$ cat src/rtl/log_pkg.sv
// log_pkg: shared definitions for the log-domain datapath (log20_pipe,
// antilog block, log-domain multiplier).
//   W_LIN    linear magnitude width, unsigned (1,19)
//   W_INT    log integer (exponent) width, two's complement
//   W_FRAC   log fraction width
//   LOG_ZERO code for a zero magnitude (-64.0), mapped back to 0 by antilog
package log_pkg;

  localparam int W_LIN   = 20;
  localparam int W_INT   = 7;
  localparam int W_FRAC  = 12;
  localparam int W_LOG   = W_INT + W_FRAC;
  localparam int EXP_MIN = -19;

  typedef logic [W_LOG-1:0] log_word_t;

  localparam log_word_t LOG_ZERO = 19'h40000;

  // Exponent of a normalised magnitude whose leading one sits at bit p:
  // p - 19, i.e. 0 down to -19 in two's complement.
  function automatic logic [W_INT-1:0] exp_from_pos(input logic [4:0] p);
    return {2'b00, p} - 7'd19;
  endfunction

  // Fraction window: move the leading one up to bit 19 and keep the next
  // 12 bits. Anything below the window is dropped (truncation); zeros
  // enter from the bottom when fewer than 12 bits follow the leading one.
  function automatic logic [W_FRAC-1:0] frac_window(input logic [W_LIN-1:0] mag,
                                                     input logic [4:0]       p);
    logic [W_LIN-1:0] norm;
    norm = mag << (5'd19 - p);
    return norm[18:7];
  endfunction

endpackage

$ cat src/rtl/log20_pipe_if.sv
// log20_pipe_if: valid/ready bundle around the linear-to-log converter.
//   in_valid/in_ready/in_data/in_sign          sample input side
//   out_valid/out_ready/out_log/out_sign/out_zero  log result side
// master = producer of samples / consumer of results, slave = converter.
interface log20_pipe_if;
  import log_pkg::*;

  logic             in_valid;
  logic             in_ready;
  logic [W_LIN-1:0] in_data;
  logic             in_sign;
  logic             out_valid;
  logic             out_ready;
  log_word_t        out_log;
  logic             out_sign;
  logic             out_zero;

  modport master (
    output in_valid, in_data, in_sign, out_ready,
    input  in_ready, out_valid, out_log, out_sign, out_zero
  );

  modport slave (
    input  in_valid, in_data, in_sign, out_ready,
    output in_ready, out_valid, out_log, out_sign, out_zero
  );

endinterface

$ cat src/rtl/lod20.sv
// lod20: combinational 20-bit leading-one detector.
//   din   magnitude to scan
//   pos   bit index (19..0) of the most significant one; 0 when din is 0
//   zero  din is all zeros
module lod20
  import log_pkg::*;
(
  input  logic [W_LIN-1:0] din,
  output logic [4:0]       pos,
  output logic             zero
);

  logic [4:0] pos_s;

  // Priority scan from LSB upward: the last one seen is the highest.
  always_comb begin
    pos_s = 5'd0;
    for (int i = 0; i < W_LIN; i++) begin
      if (din[i]) begin
        pos_s = 5'(i);
      end else begin
        pos_s = pos_s;
      end
    end
  end

  assign pos  = pos_s;
  assign zero = (din == {W_LIN{1'b0}});

endmodule

$ cat src/rtl/log20_pipe.sv
// log20_pipe: 3-stage pipelined linear-to-log2 converter (Mitchell).
//   clk  rising-edge clock
//   rst  synchronous active-high reset
//   bus  log20_pipe_if.slave:
//        in_valid/in_ready/in_data(1,19)/in_sign   accepted sample
//        out_valid/out_ready/out_log{exp[6:0],frac[11:0]}/out_sign/out_zero
// All stages advance together on adv = !v3 || out_ready; bubbles are kept.
module log20_pipe #(
  parameter int W_LIN  = log_pkg::W_LIN,
  parameter int W_INT  = log_pkg::W_INT,
  parameter int W_FRAC = log_pkg::W_FRAC
) (
  input  logic              clk,
  input  logic              rst,
  log20_pipe_if.slave       bus
);

  // Only the package widths are implemented.
  if (W_LIN != log_pkg::W_LIN || W_INT != log_pkg::W_INT ||
      W_FRAC != log_pkg::W_FRAC) begin : g_param_check
    $error("log20_pipe: only W_LIN=20, W_INT=7, W_FRAC=12 are supported");
  end

  localparam int WL = log_pkg::W_LIN;
  localparam int WI = log_pkg::W_INT;
  localparam int WF = log_pkg::W_FRAC;

  logic                adv_s;

  // Stage 1
  logic                v1_r;
  logic [WL-1:0]       d1_r;
  logic                s1_r;
  logic [4:0]          pos1_s;
  logic                zero1_s;

  // Stage 2
  logic                v2_r;
  logic [WL-1:0]       d2_r;
  logic [4:0]          p2_r;
  logic                z2_r;
  logic                s2_r;
  logic [WI-1:0]       exp2_s;
  logic [WF-1:0]       frac2_s;
  log_pkg::log_word_t  log2_s;

  // Stage 3 (output registers)
  logic                v3_r;
  log_pkg::log_word_t  log3_r;
  logic                s3_r;
  logic                z3_r;

  assign adv_s       = !v3_r || bus.out_ready;
  assign bus.in_ready = adv_s;

  // Stage 1: capture the accepted magnitude and sign.
  always_ff @(posedge clk) begin
    if (rst) begin
      v1_r <= 1'b0;
      d1_r <= {WL{1'b0}};
      s1_r <= 1'b0;
    end else if (adv_s) begin
      v1_r <= bus.in_valid;
      if (bus.in_valid) begin
        d1_r <= bus.in_data;
        s1_r <= bus.in_sign;
      end
    end
  end

  lod20 u_lod20 (
    .din  (d1_r),
    .pos  (pos1_s),
    .zero (zero1_s)
  );

  // Stage 2: hold leading-one position, zero flag, sign and magnitude.
  always_ff @(posedge clk) begin
    if (rst) begin
      v2_r <= 1'b0;
      d2_r <= {WL{1'b0}};
      p2_r <= 5'd0;
      z2_r <= 1'b0;
      s2_r <= 1'b0;
    end else if (adv_s) begin
      v2_r <= v1_r;
      if (v1_r) begin
        d2_r <= d1_r;
        p2_r <= pos1_s;
        z2_r <= zero1_s;
        s2_r <= s1_r;
      end
    end
  end

  // Normalise and form the log word; zero magnitude gets the reserved code.
  always_comb begin
    exp2_s  = log_pkg::exp_from_pos(p2_r);
    frac2_s = log_pkg::frac_window(d2_r, p2_r);
    if (z2_r) begin
      log2_s = log_pkg::LOG_ZERO;
    end else begin
      log2_s = {exp2_s, frac2_s};
    end
  end

  // Stage 3: output registers.
  always_ff @(posedge clk) begin
    if (rst) begin
      v3_r   <= 1'b0;
      log3_r <= {(WI + WF){1'b0}};
      s3_r   <= 1'b0;
      z3_r   <= 1'b0;
    end else if (adv_s) begin
      v3_r <= v2_r;
      if (v2_r) begin
        log3_r <= log2_s;
        s3_r   <= s2_r;
        z3_r   <= z2_r;
      end
    end
  end

  assign bus.out_valid = v3_r;
  assign bus.out_log   = log3_r;
  assign bus.out_sign  = s3_r;
  assign bus.out_zero  = z3_r;

endmodule

$ cat src/flat_wrapper.sv
// flat-port wrapper written by rule: the top's interface ports become plain ports
module log20_pipe_flat 
#(
  parameter int W_LIN  = log_pkg::W_LIN,
  parameter int W_INT  = log_pkg::W_INT,
  parameter int W_FRAC = log_pkg::W_FRAC
)
  (clk, rst, bus_in_valid, bus_in_data, bus_in_sign, bus_out_ready, bus_in_ready, bus_out_valid, bus_out_log, bus_out_sign, bus_out_zero);
  log20_pipe_if bus_i ();
  input  logic clk;
  input  logic rst;
  input wire logic [$bits(bus_i.in_valid)-1:0] bus_in_valid;
  input wire logic [$bits(bus_i.in_data)-1:0] bus_in_data;
  input wire logic [$bits(bus_i.in_sign)-1:0] bus_in_sign;
  input wire logic [$bits(bus_i.out_ready)-1:0] bus_out_ready;
  output wire logic [$bits(bus_i.in_ready)-1:0] bus_in_ready;
  output wire logic [$bits(bus_i.out_valid)-1:0] bus_out_valid;
  output wire logic [$bits(bus_i.out_log)-1:0] bus_out_log;
  output wire logic [$bits(bus_i.out_sign)-1:0] bus_out_sign;
  output wire logic [$bits(bus_i.out_zero)-1:0] bus_out_zero;
  assign bus_i.in_valid = bus_in_valid;
  assign bus_i.in_data = bus_in_data;
  assign bus_i.in_sign = bus_in_sign;
  assign bus_i.out_ready = bus_out_ready;
  assign bus_in_ready = bus_i.in_ready;
  assign bus_out_valid = bus_i.out_valid;
  assign bus_out_log = bus_i.out_log;
  assign bus_out_sign = bus_i.out_sign;
  assign bus_out_zero = bus_i.out_zero;
  log20_pipe #(.W_LIN(W_LIN), .W_INT(W_INT), .W_FRAC(W_FRAC)) u_core (.clk(clk), .rst(rst), .bus(bus_i));
endmodule
$ cat config.mk
export PLATFORM = sky130hd
export DESIGN_NAME = log20_pipe_flat
export DESIGN_NICKNAME = d
export VERILOG_FILES = /design/src/rtl/log_pkg.sv /design/src/rtl/log20_pipe_if.sv /design/src/rtl/lod20.sv /design/src/rtl/log20_pipe.sv /design/src/flat_wrapper.sv
export SDC_FILE = /design/constraint.sdc
export NUM_CORES = 1
export LEC_CHECK = 0
export CAP_MARGIN = 0
export CORE_UTILIZATION = 38
export CTS_CLUSTER_DIAMETER = 100
export DETAILED_ROUTE_END_ITERATION = 8
export SLEW_MARGIN = 40
export SYNTH_ARGS = -nofsm -noshare
export SYNTH_HDL_FRONTEND = slang
export SYNTH_HIERARCHICAL = 1
export SYNTH_SLANG_ARGS = --single-unit
$ cat constraint.sdc
create_clock -name clk -period 3.8 [get_ports clk]
set_input_delay 0.38 -clock clk [delete_from_list [all_inputs] [get_ports clk]]
set_output_delay 0.38 -clock clk [all_outputs]
set_load 0.1 [all_outputs]
After elaboration in Yosys (flattened, before gate mapping)

Index checks and enable logic that the tools add are counted.

Register bits after elaboration: 72
Input bits: 25
Logic and storage cells: 41

Add/sub/neg operators: 2
Shift operators: 1
Multiplexer cells: 20
Reduce and logical (&&, ||, !) cells: 6

Operators with widths:

| cell                  | number |
|---|---|
| $mux W5               | 18 |
| $logic_not A20 Y1     | 1 |
| $shl A20 B5 Y19       | 1 |
| $mux W19              | 1 |
| $reduce_and A2 Y1     | 3 |
| $sub A5 B5 Y6 const B | 1 |
| $sub A5 B5 Y5 const A | 1 |
| $logic_not A1 Y1      | 1 |
| $logic_or A1 B1 Y1    | 1 |
| $mux W1               | 1 |

Longest topological paths before layout

Depth in word-level cells: 19
Gate-level depth with buffers: 9

Hierarchy

Netlist, hierarchy kept.

By module, submodules not included:

| module     | instances | cells each | area an instance (µm²) |
|---|---|---|---|
| log20_pipe | 1         | 397        | 3,597.2 |
| lod20      | 1         | 40         | 212.7 |

Least setup slack after synthesis

OpenSTA, ideal clock, no wires.

Path kind: register -> register
Start point: reg u_core.v3_r (netlist: u_core/bus.out_valid)
End point: reg u_core.p2_r[2]
Arrival time: 2.402 ns
Path slack: 1.328 ns
Cell stages (with the launch flop): 8
Path buffers: 2
Period minus slack after synthesis: 2.472 ns
Cell sequence: dfxtp_1 nor2b_1 clkbuf_1 inv_2 nand2_1 clkbuf_1 nand2_1 a21oi_1

Longest elaborated chain between the ends: 3

Ends and longest elaborated chain:

| what                               | line               | text |
|---|---|---|
| from (decl)                        | log20_pipe.sv:48   | `logic v3_r;` |
| from (signal assigned)             | log20_pipe.sv:115  | `v3_r <= v2_r;` |
| $logic_not A1 Y1                   | log20_pipe.sv:53   | `assign adv_s = !v3_r \|\| bus.out_ready;` |
| $logic_or A1 B1 Y1                 | log20_pipe.sv:53   |  |
| net bus_in_ready                   | flat_wrapper.sv:16 | `output wire logic [$bits(bus_i.in_ready)-1:0] bus_in_ready;` |
| $reduce_and A2 Y1 (no source line) | --                 |  |
| to (signal assigned)               | log20_pipe.sv:89   | `p2_r <= pos1_s;` |
| to (decl)                          | log20_pipe.sv:40   | `logic [4:0] p2_r;` |

The timed path passes the listed nets, and every way through them passes these cells.
A chain may end at the register's enable or synchronous reset.

Worst setup path after layout

Start point: reg u_core.p2_r[1]
End point: reg u_core.log3_r[10] (netlist: u_core/bus.out_log[10])

Longest elaborated chain between the ends: 3

Ends and longest elaborated chain:

| what                 | line              | text |
|---|---|---|
| $sub A5 B5 Y5        | log_pkg.sv:31     | `norm = mag << (5'd19 - p);` |
| $shl A20 B5 Y19      | log_pkg.sv:31     |  |
| $mux W19             | log20_pipe.sv:100 | `if (z2_r) begin` |
| to (signal assigned) | log20_pipe.sv:111 | `log3_r <= {(WI + WF){1'b0}};` |
| to (signal assigned) | log20_pipe.sv:117 | `log3_r <= log2_s;` |
| to (decl)            | log20_pipe.sv:49  | `log_pkg::log_word_t log3_r;` |

Every way passes these cells.

==> results.md <==
- Status: finished clean
- GRT overflow: 0
- Clock buffer depth: 2
- Layout Nets: 497
- Syn-to-layout area delta: 15.2%
- CP max-delay cell: dfxtp_1
- Synth Cell Area: 3810 µm²
- Post-Syn Instances: 437
- # placed instances: 591
- TritonRoute pass-1 iters: 5
- Post-CTS Resized: 0
- Io pins: 48
- Core box area: 9730 µm²
- Final min period: 2390 ps
- Worst r2r src: u_core/p2_r[1]
- Die area: 10400 µm²
- Hold_sp: rst
- Initial antenna violation count: 0
- Synth unique cells: 49
- Site Rows: 36
- Syn Nets: 465
- Final Cycle Share: 62.8%
- CTS tree: yes
- Layout Cells excl Fill: 607
- Synth Register Bits: 71
- Area contributors post-synth: dfxtp_1, nand2_1, mux4_2
- Post-synth top area cell: dfxtp_1
- CP peak stage delay: 680 ps
- CP startpoint kind: register
- Vias in the first global route: 2981
- Initial DRC count: 173
- Die width: 102 µm
- EDFF count, synth: 0
- Seq/Total Area, Yosys: 37.3%
- Worst slew pin tran: 749 ps
- Reg clk slew, reported paths: 90 ps
- Maximum Capacitance Violations: 0
- Arrival @ worst endpoint: 2590 ps
- Slew Limit Fails: 0
- Max VDD drop: 231 µV
- Die height: 102 µm
- Synth top area share: 37.3%
- Ys async rst share: 0%
- First-pass GRT wire length: 14.8 mm
- H-tree depth: 3
- Routed wire length per instance: 14.6 µm
- Layout cells sized above 1: 16.9%
- Post-CTS Setup Repair Bufs: 0
- Vias per cell: 5.27
- Hold_buf cts: 0
- Setup TNS Final: 0 ps
- Diodes inserted: 0
- F_max: 419 MHz
- Overall Power: 1.76 mW
- Critical path's top delay family: multiplexers
- HP Class: input pin to register
- Crit-path cells: buf_4 > mux4_1 > mux2_2 > a221oi_2 > a211oi_1
- Top-count cell post-synth: nand2_1
- Total track usage: 18.3%
- Clock root buffer: clkbuf_8
- Yosys warns: 6
- Largest net degree at the start of global routing: 68
- Routed Antenna Nets: 0
- TritonCTS Sinks: 71
- Gp weighted congestion: 0.862
- Crit end category: register
- CTS Buf Count: 9
- # setup viols final: 0
- Routed WL: 8.87 mm
- Most frequent cells after synthesis: nand2_1, dfxtp_1, a21oi_1
- Drt drc: 0
- Max-Slew Margin vs Limit: 49.7%
- Unrepaired setup endpoints after global routing: false
- Ys flop type: dfxtp_1
- Post-Syn Area per Cell: 8.72 µm²
- Post-Route Utilization: 45.1%
- Clock Latency Late Sink: 350 ps
- Leakage: 1.58 nW
- CP Max Fanout: 13
- Worst Path Class, Setup: register to register
- Vias: 3201
- Final hold violation count: 0
- Worst Skew: 11.8 ps
- WP data required: 4000 ps
- Power Dens Cells: 401 nW/µm²
- Bufs and invs on worst path: 1
- Final HPWL from detailed placement: 6.19 mm
- Number of port buffers: 47
- R2r setup slk: 1410 ps
- CP startpoint: u_core/p2_r[1]
- Initial core utilization: 39.2%
[power breakdown]
group,leakage (nW),switching [mW],internal [mW]
clock,0.108,0.319,0.379
sequential,0.578,0.0370,0.770
combinational,0.890,0.157,0.100
[state kept, by name, summed over array words and instances, names as in the netlist]
| register | count |
|---|---|
| u_core/bus.out_log | 19 |
| u_core/bus.out_sign | 1 |
| u_core/bus.out_valid | 1 |
| u_core/bus.out_zero | 1 |
| u_core/d1_r | 20 |
| u_core/d2_r | 19 |
| u_core/p2_r | 5 |
| u_core/s1_r | 1 |
| u_core/s2_r | 1 |
| u_core/v1_r | 1 |
| u_core/v2_r | 1 |
| u_core/z2_r | 1 |
[stage by stage]
stage / worst slack (ps) / instance area, µm² / hold slack (ps)
after detailed placement: 1370 / 4160 / 443
after floorplan: 1330 / 3810 / 432
after global routing: 1300 / 4390 / 430
after CTS: 1400 / 4380 / 417
final: 1410 / 4390 / 431
after global placement: 1120 / 4270 / 439
[tightest hold or removal path, cell delays in order]
cell and delay [ps]:
buf_2 90, inv_1 90, o2111ai_1 90, o211ai_1 90
[cells by family (layout without fill, tap and decap cells)]
| group | after synthesis | in the layout | synth area share (%) |
|---|---|---|---|
| xor+xnor | 5 | 5 | 1.15 |
| flops | 71 | 71 | 37.3 |
| compound gates | 102 | 102 | 16.1 |
| buf+inv | 42 | 79 | 6.67 |
| simple gates | 177 | 177 | 20.1 |
| fa+ha+maj | 3 | 3 | 0.985 |
| mux | 37 | 37 | 17.7 |
[layer usage]
metal	wire length (µm)	share of wire, %	vias to the layer above	GRT usage (%)
li1	-	-	1619	-
met1	4370	49	1494	24.7
met2	3950	44	73	28.2
met3	356	4.0	15	4.51
met4	201	2.3	0	7.14
met5	0	0	-	0
[cells in the final DEF, fill, tap and decap left out, types with 3 or more instances in the layout]
master	count
nor2_1	20
clkdlybuf4s50_1	23
a21oi_1	68
ha_1	3
nand3_1	6
nand2_1	121
clkbuf_8	9
xnor2_1	3
buf_2	24
inv_1	9
nor3_1	5
mux4_2	17
mux2_2	7
nor4_1	3
o211ai_1	3
dfxtp_1	70
mux2i_1	8
o21ai_0	5
buf_4	6
a32oi_1	4
mux4_1	5
a32o_1	5
[final cells by class]
type | count | area, µm²
Tap cell | 133 | 166
Clock inverter | 7 | 104
Fill cell | 1036 | 5340
Clock buffer | 9 | 124
Inverter | 10 | 37.5
Timing Repair Buffer | 53 | 395
Multi-Input combinational cell | 324 | 2140
Sequential cell | 71 | 1420
[final timing paths]
path,end,cells after the start
max,u_core/bus.out_log[10],5
min,u_core/bus.out_log[11],4
max reg2reg,u_core/bus.out_log[10],5
min reg2reg,u_core/bus.out_log[12],2
(Power assumes the default switching activity.)
